[src/rtl/pipe_pkg.sv]
// Types and constants shared by the elastic pipeline stages of the core.
package pipe_pkg;

  localparam int IF_PAYLOAD_W = 64;

  typedef enum logic [1:0] {
    PS_EMPTY = 2'd0,
    PS_ONE   = 2'd1,
    PS_TWO   = 2'd2
  } pipe_state_t;

  function automatic logic [1:0] occ_of(input pipe_state_t s);
    case (s)
      PS_ONE:  occ_of = 2'd1;
      PS_TWO:  occ_of = 2'd2;
      default: occ_of = 2'd0;
    endcase
  endfunction

endpackage

[src/rtl/sat_counter.sv]
// Saturating up-counter used for per-stage performance events.
module sat_counter #(
  parameter int W = 16
) (
  input  logic         clk,
  input  logic         rst,
  input  logic         inc,
  output logic [W-1:0] count
);

  logic [W-1:0] cnt_q, cnt_d;

  always_comb begin
    cnt_d = cnt_q;
    if (inc && (cnt_q != {W{1'b1}})) cnt_d = cnt_q + 1'b1;
  end

  always_ff @(posedge clk or posedge rst) begin
    if (rst) cnt_q <= '0;
    else     cnt_q <= cnt_d;
  end

  assign count = cnt_q;

endmodule

[src/rtl/pipe_skid_stage.sv]
// Elastic pipeline register with a 2-entry skid buffer, flush and stall counting.
// Both handshake outputs are registered; the skid slot absorbs the one-cycle ready lag.
module pipe_skid_stage
  import pipe_pkg::*;
#(
  parameter int                DATA_W    = IF_PAYLOAD_W,
  parameter logic [DATA_W-1:0] FLUSH_VAL = '0,
  parameter int                CNT_W     = 16
) (
  input  logic              clk,
  input  logic              rst,
  input  logic              flush,
  input  logic              in_valid,
  output logic              in_ready,
  input  logic [DATA_W-1:0] in_data,
  output logic              out_valid,
  input  logic              out_ready,
  output logic [DATA_W-1:0] out_data,
  output logic [1:0]        occupancy,
  output logic [CNT_W-1:0]  stall_cnt
);

  pipe_state_t       state_q, state_d;
  logic [DATA_W-1:0] main_q, main_d;
  logic [DATA_W-1:0] skid_q, skid_d;
  logic              out_valid_q, in_ready_q;
  logic [1:0]        occ_q;
  logic              in_fire, out_fire;

  assign in_fire  = in_valid & in_ready_q;
  assign out_fire = out_valid_q & out_ready;

  always_comb begin
    state_d = state_q;
    main_d  = main_q;
    skid_d  = skid_q;
    if (flush) begin
      // Anything accepted this cycle is squashed along with the held entries.
      state_d = PS_EMPTY;
      main_d  = FLUSH_VAL;
      skid_d  = FLUSH_VAL;
    end else begin
      case (state_q)
        PS_EMPTY: begin
          if (in_fire) begin
            state_d = PS_ONE;
            main_d  = in_data;
          end
        end
        PS_ONE: begin
          if (in_fire && out_fire) begin
            main_d = in_data;
          end else if (out_fire) begin
            state_d = PS_EMPTY;
          end else if (in_fire) begin
            state_d = PS_TWO;
            skid_d  = in_data;
          end
        end
        PS_TWO: begin
          if (out_fire) begin
            state_d = PS_ONE;
            main_d  = skid_q;
            skid_d  = FLUSH_VAL;
          end
        end
        default: state_d = PS_EMPTY;
      endcase
    end
  end

  // Status outputs are registered copies decoded from the next state.
  always_ff @(posedge clk or posedge rst) begin
    if (rst) begin
      state_q     <= PS_EMPTY;
      main_q      <= FLUSH_VAL;
      skid_q      <= FLUSH_VAL;
      out_valid_q <= 1'b0;
      in_ready_q  <= 1'b1;
      occ_q       <= 2'd0;
    end else begin
      state_q     <= state_d;
      main_q      <= main_d;
      skid_q      <= skid_d;
      out_valid_q <= (state_d != PS_EMPTY);
      in_ready_q  <= (state_d != PS_TWO);
      occ_q       <= occ_of(state_d);
    end
  end

  sat_counter #(.W(CNT_W)) u_stall_cnt (
    .clk   (clk),
    .rst   (rst),
    .inc   (out_valid_q & ~out_ready),
    .count (stall_cnt)
  );

  assign in_ready  = in_ready_q;
  assign out_valid = out_valid_q;
  assign out_data  = main_q;
  assign occupancy = occ_q;

endmodule

[config.mk]
export PLATFORM = sky130hd
export DESIGN_NAME = pipe_skid_stage
export DESIGN_NICKNAME = d
export VERILOG_FILES = /design/src/rtl/pipe_pkg.sv /design/src/rtl/sat_counter.sv /design/src/rtl/pipe_skid_stage.sv
export SDC_FILE = /design/constraint.sdc
export NUM_CORES = 1
export LEC_CHECK = 0
export ABC_AREA = 1
export BUFFER_PORTS_ARGS = -buffer_cell sky130_fd_sc_hd__buf_2
export CAP_MARGIN = 20
export CORE_MARGIN = 2
export CORE_UTILIZATION = 25
export CTS_BUF_LIST = sky130_fd_sc_hd__clkbuf_16
export DETAILED_ROUTE_END_ITERATION = 10
export PLACE_DENSITY = 0.51
export SETUP_SLACK_MARGIN = 0.02
export SLEW_MARGIN = 20
export SYNTH_ARGS = -nofsm -noshare
export SYNTH_HDL_FRONTEND = slang
export SYNTH_SLANG_ARGS = --single-unit
[constraint.sdc]
create_clock -name clk -period 13 [get_ports clk]
set_input_delay 1.3 -clock clk [delete_from_list [all_inputs] [get_ports clk]]
set_output_delay 1.3 -clock clk [all_outputs]
set_load 0.02 [all_outputs]
==> results.txt <==
CP endpoint kind: flip-flop
fin. max-slew vios: 0
final worst setup slack: 10130 ps
Worst Tran Pin Value: 866 ps
synthesis-to-finish area growth: 22.9%
crit-path cells: buf_2 -> nand2_1 -> inv_1 -> nand3_1 -> nand3_1 -> nand2_4 -> buf_4 -> nand2_1 -> o21ai_1
Fillers: 2936
antenna-violating nets left: 0
Fin Clk Skew: 8.07 ps
Slew HR: 42.3%
commonest non-fill, non-tap cell in the layout: nand2_1
Setup-failing EPs final: 0
starting density of the core: 25.6%
PwrDens: 158 nW/um^2
register area share after synthesis: 54.4%
clock insertion delay at the later pin of the skew report: 410 ps
syn_area_per_cell: 7.96 sq um
Rows: 60
Hold-fix buffers, CTS: 0
Tot Pwr: 1.34 mW
DRT Wirelength: 16.8 mm
DP Cell Count: 1323
slowest stage delay, CP: 660 ps
Finished Core Util: 31.4%
number of global-route vias before repair: 5508
final non-filler cell total: 1355
largest net degree at the start of global routing: 93
Post-Syn Nets: 938
total core area: 27000 sq um
GP Congestion: 0.748
R2R depth: 8
reg2reg end: out_data[5]
Yosys cell types: 26
most frequent cells in the layout: nand2_1 (214), buf_2 (152), dfrtp_1 (149)
slowest cell on the critical path: buf_4
FF/Latch Area: 3750 sq um
Clock Tree Root: clkbuf_16
pre-CTS setup slack: 9710 ps
initial antenna violation count: 0
clock-pin slew on the worst setup and hold paths: 70 ps
Multi-input gate area: 2360 sq um
CP Class: in2reg
PostCTS Resize Cnt: 0
first-pass GRT wire length: 27.9 mm
CTS max path bufs: 2
crit path to: out_data[5]
worst r2r src: state_q[0]
Mapped Area: 6910 sq um
IO Port Bufs: 152
die width: 170 um
Bufs and invs on worst path: 3
Worst Setup SP: out_ready
CP Launch Type: input pin
Final nets: 1071
hpwl dp: 10.6 mm
synthesized instance count: 868
cell family with most CP delay: simple AND/OR/NAND/NOR gates
layout cells sized above 1: 20.2%
Final Cycle Share: 22.1%
ANT cells: 0
Initial DRC Count: 285
die area: 29000 sq um
critical-path maximum fanout: 68
post-layout min period: 2870 ps
DRC viols: 0
WL per Instance: 12.4 um
r2r setup slk: 10560 ps
Yosys reg bits: 150
post-CTS setup buffer count: 0
YS warnings: 0
critical path depth: 9
TritonCTS Buffers: 17
fmax: 0.348 GHz
1st-pass router iterations: 4
crit path DAT: 3220 ps
die height: 170 um
vias per std cell: 4.19
Setup TNS Final: 0 ps
worst vdd ir: 0.0625 mV
via count: 5675
status: complete, no violations
GRT Overall Usage: 12.1%
I/O pin cnt: 153
LEAKAGE: 4.34 nW
Remaining Overflow, GRT: 0
CP required: 13340 ps
RSZ-0062 raised after global routing: no
CTS tree: done
clock sink count: 150
H-Tree Depth: 4
Max-Cap Viols: 0
worst min-delay path class: reg2reg
endpoints failing hold: 0
## synthesized netlist by cell type, drive strengths merged
library cell / number / share of area, %
nand2: 217 / 12
dfrtp: 149 / 54
inv: 147 / 8.0
o21ai: 134 / 9.9
nor2: 84 / 4.7
a21oi: 64 / 4.6
buf: 44 / 3.7
nand3: 12 / 0.94
xnor2: 7 / 0.89
nand4: 4 / 0.36
a21boi: 1 / 0.11
clkinv: 1 / 0.072
dfstp: 1 / 0.38
ha: 1 / 0.18
nand2b: 1 / 0.091
xor2: 1 / 0.13
## kinds of logic after synthesis
| kind of cell | Yosys count | share of synthesized area, % |
|---|---|---|
| AND/OR/NAND/NOR | 318 | 18.0 |
| buffers and inverters | 192 | 11.8 |
| flip-flops | 150 | 54.4 |
| AO/OA/AOI/OAI | 199 | 14.6 |
| adder cells (fa/ha/maj) | 1 | 0.181 |
| XOR/XNOR | 8 | 1.01 |
## worst min-delay path: cells and delay by family, from the launching register on
family	cells	cell delay, ps
AOI/OAI and AO/OA	1	60
and+or+nand+nor	1	50
DFF	1	340
## sequential cells by signal, indices dropped and copies added, names as in the netlist
signal,cells
in_ready,1
out_valid,1
occupancy,2
skid_q,64
u_stall_cnt.count,16
state_q,2
out_data,64
## metrics by stage
stage	instance area, sq um	hold slack [ps]
3_5_place_dp	7920	474
3_3_place_gp	7920	468
5_1_grt	8490	497
4_1_cts	8490	490
6_report	8490	481
2_1_floorplan	6910	453
## where the power goes
part           switching, mW  internal, mW
Sequential            0.0478         0.538
Clock                  0.216         0.268
Combinational          0.183        0.0852
## how the worst min path moves through the flow
stage | start | endpoint | slack, ps | depth (start not counted)
4_1_cts | out_data[9] | out_data[9] | 490 | 2
3_5_place_dp | out_data[9] | out_data[9] | 470 | 2
6_report | out_data[9] | out_data[9] | 480 | 2
3_3_place_gp | skid_q[36] | skid_q[36] | 470 | 2
2_1_floorplan | skid_q[36] | skid_q[36] | 450 | 2
5_1_grt | out_data[9] | out_data[9] | 500 | 2
## metal layers
| layer | wire (um) | part of all wire [%] | global-route usage (%) |
|---|---|---|---|
| met5 | 0 | 0 | 0 |
| met4 | 140 | 0.83 | 2.97 |
| met3 | 683 | 4.1 | 3.09 |
| met2 | 7720 | 46 | 19.6 |
| met1 | 8270 | 49 | 16.0 |
## area by class of cell
cell class | count | share of cell area [%]
Clock inverter | 15 | 1.70
Timing Repair Buffer | 158 | 9.50
Multi-Input combinational cell | 526 | 27.9
Clock buffer | 17 | 5.01
Sequential cell | 150 | 44.2
Inverter | 148 | 6.65
Tap cell | 341 | 5.03
No activity file was read; power rests on OpenSTA's default activity.
